File: config.mk
export PLATFORM = sky130hd
export DESIGN_NAME = step_tracker_ctrl
export DESIGN_NICKNAME = d
export VERILOG_FILES = /design/src/rtl/tracker_pkg.sv /design/src/rtl/tick_gen.sv /design/src/rtl/step_tracker_ctrl.sv
export SDC_FILE = /design/constraint.sdc
export NUM_CORES = 1
export LEC_CHECK = 0
export CORE_UTILIZATION = 45
export CTS_CLUSTER_DIAMETER = 100
export DETAILED_ROUTE_END_ITERATION = 10
export PLACE_DENSITY = 0.69
export SLEW_MARGIN = 25
export SYNTH_ARGS = -nofsm -noshare
export SYNTH_HDL_FRONTEND = slang
export SYNTH_SLANG_ARGS = --single-unit
File: constraint.sdc
create_clock -name clk -period 2.59 [get_ports clk]
set_input_delay 0.518 -clock clk [delete_from_list [all_inputs] [get_ports clk]]
set_output_delay 0.518 -clock clk [all_outputs]
set_load 0.005 [all_outputs]
File: src/rtl/tracker_pkg.sv
// Shared types and constants for the fitness-tracker step datapath.
// TRACKER_HIACT_EN (when defined) enables the high-activity display mode in users of this package.
package tracker_pkg;

    typedef enum logic [1:0] {
        IDLE  = 2'd0,
        RUN   = 2'd1,
        PAUSE = 2'd2
    } ctrl_state_t;

    typedef enum logic [1:0] {
        STEPS = 2'd0,
        DIST  = 2'd1,
        HIACT = 2'd2
    } disp_mode_t;

    localparam int unsigned STEPS_PER_MILE_LOG2 = 11;
    localparam int unsigned SAT_LIMIT_DEFAULT   = 9999;

    // Clamp a 16-bit value to the largest value the display can show.
    function automatic logic [15:0] satClip(input logic [15:0] value, input int unsigned limit);
        return (32'(value) > limit) ? 16'(limit) : value;
    endfunction

endpackage

File: src/rtl/tick_gen.sv
// Free-running period timer: counts 0..TICK_CYCLES-1 while enabled, holds otherwise.
// sec_tick is high on the terminal count of an enabled cycle; used by the tracker timers.
module tick_gen
    import tracker_pkg::*;
#(
    parameter int unsigned TICK_CYCLES = 100_000_000
) (
    input  logic clk,
    input  logic reset,
    input  logic en,
    output logic sec_tick
);

    localparam int unsigned CW = (TICK_CYCLES > 1) ? $clog2(TICK_CYCLES) : 1;
    localparam logic [CW-1:0] LAST = CW'(TICK_CYCLES - 1);

    logic [CW-1:0] count;

    // Gating with en keeps a paused timer parked on its terminal count silent.
    assign sec_tick = en && (count == LAST);

    // NOTE: registers use <= so every flop samples pre-edge values regardless of block order.
    always_ff @(posedge clk) begin
        if (reset) begin
            count <= '0;
        end else if (en) begin
            count <= (count == LAST) ? '0 : count + 1'b1;
        end
    end

endmodule

File: src/rtl/step_tracker_ctrl.sv
// Step-counter control, per-second step rate, high-activity time and display multiplexing.
// Define TRACKER_HIACT_EN to build the high-activity logic and the third (HIACT) display mode.
module step_tracker_ctrl
    import tracker_pkg::*;
#(
    parameter int unsigned TICK_CYCLES  = 100_000_000,
    parameter int unsigned DISP_SECONDS = 2,
    parameter int unsigned HI_THRESH    = 64,
    parameter int unsigned SAT_LIMIT    = SAT_LIMIT_DEFAULT
) (
    input  logic        clk,
    input  logic        reset,
    input  logic        start,
    input  logic        step_in,
    input  logic [15:0] step_count,
    output logic        cnt_start,
    output logic        cnt_reset,
    output logic [1:0]  disp_mode,
    output logic [15:0] disp_value,
    output logic        si,
    output logic        sec_tick
);

    localparam int unsigned DSW = (DISP_SECONDS > 1) ? $clog2(DISP_SECONDS) : 1;
    localparam logic [DSW-1:0] DISP_LAST = DSW'(DISP_SECONDS - 1);
    localparam int unsigned HALF_MILE_SHIFT = STEPS_PER_MILE_LOG2 - 1;

    ctrl_state_t    state;
    disp_mode_t     modeReg;
    disp_mode_t     modeNext;
    logic           resetQ;
    logic           running;
    logic           step_in_q;
    logic           step_rise;
    logic [7:0]     sps_cnt;
    logic [DSW-1:0] disp_sec;

    assign running   = (state == RUN);
    assign step_rise = step_in & ~step_in_q;
    assign si        = 32'(step_count) > SAT_LIMIT;
    assign cnt_reset = reset | resetQ;
    assign disp_mode = modeReg;

    tick_gen #(
        .TICK_CYCLES(TICK_CYCLES)
    ) secTimer (
        .clk     (clk),
        .reset   (reset),
        .en      (running),
        .sec_tick(sec_tick)
    );

    always_ff @(posedge clk) begin
        if (reset) begin
            state     <= IDLE;
            cnt_start <= 1'b0;
        end else begin
            case (state)
                IDLE, PAUSE: begin
                    if (start) begin
                        state     <= RUN;
                        cnt_start <= 1'b1;
                    end
                end
                RUN: begin
                    if (!start) begin
                        state     <= PAUSE;
                        cnt_start <= 1'b0;
                    end
                end
                default: begin
                    state     <= IDLE;
                    cnt_start <= 1'b0;
                end
            endcase
        end
    end

    // Stretches the counter clear over the first IDLE cycle after reset releases.
    always_ff @(posedge clk) begin
        resetQ <= reset;
    end

    always_ff @(posedge clk) begin
        if (reset) begin
            step_in_q <= 1'b0;
            sps_cnt   <= '0;
        end else begin
            step_in_q <= step_in;
            if (sec_tick) begin
                sps_cnt <= {7'd0, step_rise};
            end else if (running && step_rise && (sps_cnt != 8'hFF)) begin
                sps_cnt <= sps_cnt + 8'd1;
            end
        end
    end

`ifdef TRACKER_HIACT_EN
    logic [15:0] hiact_sec;

    // The closing second is judged on sps_cnt before this cycle's edge is folded in.
    always_ff @(posedge clk) begin
        if (reset) begin
            hiact_sec <= '0;
        end else if (sec_tick && (32'(sps_cnt) >= HI_THRESH) && (hiact_sec != 16'hFFFF)) begin
            hiact_sec <= hiact_sec + 16'd1;
        end
    end
`endif

    // NOTE: modeNext gets a default first so no path through this block infers a latch.
    always_comb begin
        modeNext = modeReg;
        if (state == IDLE) begin
            modeNext = STEPS;
        end else if (sec_tick && (disp_sec == DISP_LAST)) begin
            case (modeReg)
                STEPS: modeNext = DIST;
`ifdef TRACKER_HIACT_EN
                DIST:  modeNext = HIACT;
`endif
                default: modeNext = STEPS;
            endcase
        end
    end

    // disp_value follows modeNext so mode and value always change on the same edge.
    always_ff @(posedge clk) begin
        if (reset) begin
            modeReg    <= STEPS;
            disp_sec   <= '0;
            disp_value <= '0;
        end else begin
            modeReg <= modeNext;
            if (state == IDLE) begin
                disp_sec <= '0;
            end else if (sec_tick) begin
                disp_sec <= (disp_sec == DISP_LAST) ? '0 : disp_sec + 1'b1;
            end
            case (modeNext)
                STEPS:   disp_value <= satClip(step_count, SAT_LIMIT);
                DIST:    disp_value <= step_count >> HALF_MILE_SHIFT;
`ifdef TRACKER_HIACT_EN
                HIACT:   disp_value <= satClip(hiact_sec, SAT_LIMIT);
`endif
                default: disp_value <= '0;
            endcase
        end
    end

endmodule

# After elaboration in Yosys (flattened, before gate mapping)
# Index checks and enable logic that the tools add are counted.
[word_totals] mem_bits_rw=0 inputBits=20 output_inout_bits=22 latchBits=0 romBits=0 regBits=50 n_memories=0
[op_classes] div=0 n_eq_ne=6 n_reduce_logical=8 n_bitwise=1 n_lt_le_gt_ge=1 shifts=0 add_sub_neg=2 mux=13 mul=0
[op_table] cell="16-bit case mux with 2 select lines" count=1
[op_table] cell="27-bit by 1-bit adder with 27-bit output, second input constant" count=1
[op_table] cell="27-bit == test, second input constant" count=1
[op_table] cell="27-bit 2-to-1 mux" count=1
[op_table] cell="16-bit by 14-bit greater-than comparator with 1-bit output, second input constant" count=1
[op_table] cell="16-bit 2-to-1 mux" count=1
[op_table] cell="2-bit 2-to-1 mux" count=4
[op_table] cell="2-bit zero test" count=3
[op_table] cell="2-bit by 1-bit == test with 1-bit output, second input constant" count=2
[op_table] cell="1-bit 2-to-1 mux" count=4
[op_table] cell="2-bit inequality test, second input constant" count=2
[op_table] cell="2-bit case mux with 2 select lines" count=1
[op_table] cell="2-bit OR reduction" count=2
[op_table] cell="2-bit == test, second input constant" count=1
[op_table] cell="1-bit logical AND" count=2
[op_table] cell="1-bit case mux with 2 select lines" count=1
[op_table] cell="2-bit AND reduction" count=1
[op_table] cell="1-bit adder, second input constant" count=1
[op_table] cell="1-bit bitwise OR" count=1

# Logic depth before layout (Yosys ltp)
[depth] word_depth=7 mapped_depth=8 mapped_depth_nobuf=5

# Hierarchy
# From an unflattened synthesis, not the netlist that was laid out.
[unflattened] hier_cells=239 hier_area_um2=2125.8
[by_module_without_submodules] module="tick_gen" instances=1 cells_each=161 area_per_inst_um2=1303.8
[by_module_without_submodules] module="step_tracker_ctrl" instances=1 cells_each=78 area_per_inst_um2=822.0

# Least setup slack after synthesis
# Ideal clock, no wire load.
[synth_timing] path_kind="reg2reg" start="register secTimer.count[8]" end="register disp_value[0]" t_required_ns=2.531 path_stages_with_launch=6 arrival_ns=1.942 setup_ns=0.059 period_less_slack_ns=2.001 setup_slack_ns=0.589 n_path_buf=0 cell_sequence="dfxtp_1 -> nor4_1 -> nand4_2 -> or4_4 -> a2111oi_4 -> a22o_1"
[synth_between] elab_chain_cells=7
[synth_lines] element="from (decl)" line_no="tick_gen.sv:17" rtl="logic [CW-1:0] count;"
[synth_lines] element="from (signal assigned)" line_no="tick_gen.sv:27" rtl="count <= (count == LAST) ? '0 : count + 1'b1;"
[synth_lines] element="27-bit == test (*)" line_no="tick_gen.sv:20" rtl="assign sec_tick = en && (count == LAST);"
[synth_lines] element="1-bit logical AND (*)" line_no="tick_gen.sv:20"
[synth_lines] element="1-bit logical AND (*)" line_no="step_tracker_ctrl.sv:116" rtl="end else if (sec_tick && (disp_sec == DISP_LAST)) begin"
[synth_lines] element="2-bit 2-to-1 mux (*)" line_no="step_tracker_ctrl.sv:116"
[synth_lines] element="2-bit 2-to-1 mux (*)" line_no="step_tracker_ctrl.sv:114" rtl="if (state == IDLE) begin"
[synth_lines] element="2-bit by 1-bit == test with 1-bit output / 2-bit zero test (equally long branches)" line_no="step_tracker_ctrl.sv:140" rtl="case (modeNext)"
[synth_lines] element="16-bit case mux with 2 select lines (*)" line_no="step_tracker_ctrl.sv:140"
[synth_lines] element="to (signal assigned)" line_no="step_tracker_ctrl.sv:141" rtl="STEPS: disp_value <= satClip(step_count, SAT_LIMIT);"
[synth_lines] element="to (signal assigned)" line_no="step_tracker_ctrl.sv:142" rtl="DIST: disp_value <= step_count >> HALF_MILE_SHIFT;"
[synth_lines] element="to (decl)" line_no="step_tracker_ctrl.sv:19" rtl="output logic [15:0] disp_value,"
# Mark *: on every way between the ends. The rest lies on a longest branch, timed or not.
# A chain may end at the register's enable or synchronous reset.

# Final worst setup path
[layout_timing] start="register secTimer.count[20]" end="output sec_tick"
[layout_between] elab_chain_cells=2
[layout_lines] element="27-bit == test" line_no="tick_gen.sv:20"
[layout_lines] element="1-bit logical AND" line_no="tick_gen.sv:20"
[layout_lines] element="to (decl)" line_no="step_tracker_ctrl.sv:21" rtl="output logic sec_tick"
# Every way passes these cells.

==> flow_metrics.py <==
metrics = {
    "status": {
        "outcome": "complete, no violations",
    },
    "global_route": {
        "track_usage_pct": 18.0,
        "grt_pass1_wl_mm": 7.13,
        "grt_pass1_vias": 1676,
        "antenna_found_initial": 0,
        "grt_max_degree": 28,
        "overflow": 0,
    },
    "floorplanning": {
        "fp-row-count": 24,
        "core_area_um2": 4440,
        "dieArea_um2": 4990,
        "die_width_um": 70.6,
        "io_pins": 42,
        "initial_utilization_pct": 47.7,
        "fp.dieH_um": 70.6,
    },
    "run": {
        "drv_cap": 0,
    },
    "synth": {
        "seq_area_frac_synth_pct": 47.3,
        "async_flop_share_pct": 0,
        "syn_avg_cell_area_um2": 9.37,
        "yosys_warnings": 0,
        "syn_inst": 226,
        "ys_types": 45,
        "ys_ff_latch": 50,
        "synth_area_um2": 2120,
        "synth_edf_count": 0,
        "ys.flop_type": "dfxtp_1",
    },
    "route": {
        "ant_nets": 0,
        "vias": 1728,
        "drt_iter0_drc": 99,
        "routed_wl_mm": 4.14,
        "via_per_inst": 5.30,
        "wl_per_cell_um": 12.7,
        "drc": 0,
        "detail_route.first_pass.iterations": 4,
    },
    "sta": {
        "fin_tns_setup_ps": 0,
        "worst_pin_slew_ps": 507,
        "min_period_ps": 2470,
        "hold_violations": 0,
        "finClkSkew_ps": 9.85,
        "drv_slew": 0,
        "period_share_pct": 95.3,
        "setup_violations": 0,
        "fmax_mhz": 405,
        "relSlewSlack_pct": 66.2,
        "worst_slack_ps": 123,
        "rsz0062_at_grt": "false",
    },
    "layout": {
        "layout.nets": 295,
        "drive_above_1_share_pct": 11.3,
        "area_growth_pct": 28.4,
        "antenna_cells": 0,
        "final_core_utilization_pct": 61.2,
        "n_fill_cell": 403,
    },
    "worst_setup_path": {
        "ff2ff_path_depth": 5,
        "end_kind": "output pin",
        "required_ps": 2070,
        "worst_ep_arrival_time_ps": 1950,
        "path_class": "flip-flop to output pin",
        "cp_max_fo": 5,
        "worst_setup_path_start_kind": "flip-flop",
    },
    "hold_path": {
        "hold_class": "flip-flop to flip-flop",
        "whs_path_depth": 2,
    },
    "clock_tree": {
        "insertion_delay_ps": 300,
        "htreeDepth": 2,
        "cts_tree": "done",
        "cts_max_path_buffers": 2,
        "cts_buffers": 5,
        "clk_pin_slew_worst_paths_ps": 90,
        "cts_setup_buffers": 0,
        "clockRootBuffer": "clkbuf_8",
        "clock-sinks": 50,
    },
    "placement": {
        "numPortBuffers": 40,
        "dp_slack_ps": 138,
        "place_congestion": 0.695,
        "hpwl_mm": 2.89,
    },
    "pwr": {
        "power_leakage_uw": 0.000973,
        "power_density_nw_per_um2": 537,
        "vdd.ir_drop.worst_mv": 0.347,
    },
}
-- state kept, by name, indices dropped and copies added, names as in the netlist --
register	count
disp_mode	2
disp_sec	1
cnt_start	1
state	2
resetQ	1
disp_value	16
secTimer.count	27
-- what timing repair did --
item / 4_1_cts / 5_1_grt
hold buffers: 0 / 0
endpoints found under the setup margin: 1 / 1
resized for setup: 1 / 2
-- kinds of logic (layout without fill, tap and decap cells) --
family | Yosys count | count (layout) | synth area share, %
DFF | 50 | 50 | 47.3
and+or+nand+nor | 109 | 109 | 28.6
AOI/OAI and AO/OA | 25 | 25 | 9.51
other | 1 | 2 | 0.177
muxes | 1 | 1 | 0.473
xor gates and xnor gates | 25 | 25 | 10.3
adders and majority gates | 1 | 1 | 0.591
buffers and inverters | 14 | 61 | 3.01
-- cells in the final DEF, fill, tap and decap left out, drive strengths merged, types with 2 or more instances in the layout --
| cell type | n |
|---|---|
| a21oi | 4 |
| a22o | 4 |
| a32o | 2 |
| and3 | 8 |
| and4 | 3 |
| buf | 7 |
| clkbuf | 6 |
| clkdlybuf4s50 | 40 |
| conb | 2 |
| dfxtp | 50 |
| inv | 7 |
| nand2 | 13 |
| nand3 | 8 |
| nand4 | 7 |
| nor2 | 38 |
| nor3 | 8 |
| nor4 | 9 |
| o21a | 3 |
| o21ai | 5 |
| o31a | 2 |
| or2 | 2 |
| or3 | 6 |
| or4 | 2 |
| xnor2 | 19 |
| xor2 | 6 |
-- worst max-delay path, stage by stage (launching register included) --
cell and delay, ps:
dfxtp_1 400, nor3b_1 280, nand4_2 240, nor2_2 210, clkdlybuf4s50_1 520
-- per-stage QoR --
| step | instances | hold slack (ps) | total power [uW] | cell area [um^2] |
|---|---|---|---|---|
| 6_report | 326 | 498 | 1460 | 2720 |
| 5_1_grt | 326 | 549 | 1530 | 2720 |
| 4_1_cts | 326 | 503 | 1480 | 2720 |
| 3_5_place_dp | 319 | 490 | 927 | 2600 |
| 3_3_place_gp | 319 | 470 | 926 | 2600 |
| 2_1_floorplan | 227 | 454 | 855 | 2120 |
-- layout make-up --
type	instances	area, um^2	share of cell area, %
multi-input combinational	163	1060	39.0
clock buffer	6	82.6	3.04
tap	52	65.1	2.39
inverter	7	26.3	0.966
timing repair buffer	47	453	16.7
clock inverter	1	30.0	1.10
sequential	50	1000	36.8
-- cell usage after synthesis, types with 4 or more instances --
master / count / share of area (%)
o21ai_0: 5 / 1.2
a22o_1: 4 / 1.7
xor2_1: 6 / 2.5
a21oi_1: 4 / 0.95
nand2_1: 13 / 2.3
inv_1: 7 / 1.2
or3_1: 6 / 1.8
xnor2_1: 19 / 7.9
and3_1: 7 / 2.1
nor2_1: 38 / 6.7
nand3_1: 7 / 1.7
nor3_1: 7 / 1.7
nand4_1: 5 / 1.5
dfxtp_1: 50 / 47
nor4_1: 9 / 2.7
-- final timing paths --
kind | startpoint | to | slack (ps)
worst max-delay path | secTimer.count[20] | sec_tick | 120
worst min-delay path | secTimer.count[24] | secTimer.count[24] | 500
worst max register to register | secTimer.count[20] | disp_value[2] | 290
worst min register to register | secTimer.count[24] | secTimer.count[24] | 500
-- per-layer routing --
metal	track usage [%]	vias to the layer above	part of all wire (%)
li1	-	888	-
met1	20.8	791	47
met2	30.1	41	45
met3	7.12	8	6.8
met4	7.11	0	1.5
met5	0	-	0
-- where the power goes --
group	total [uW]	internal [uW]	switching [uW]	leakage (uW)
Sequential	795	786	9.22	0.000408
Combinational	113	70.3	43.0	0.000508
Clock	551	309	242	0.0000573
Total	1460	1170	294	0.000973
No activity file was read; power rests on OpenSTA's default activity.
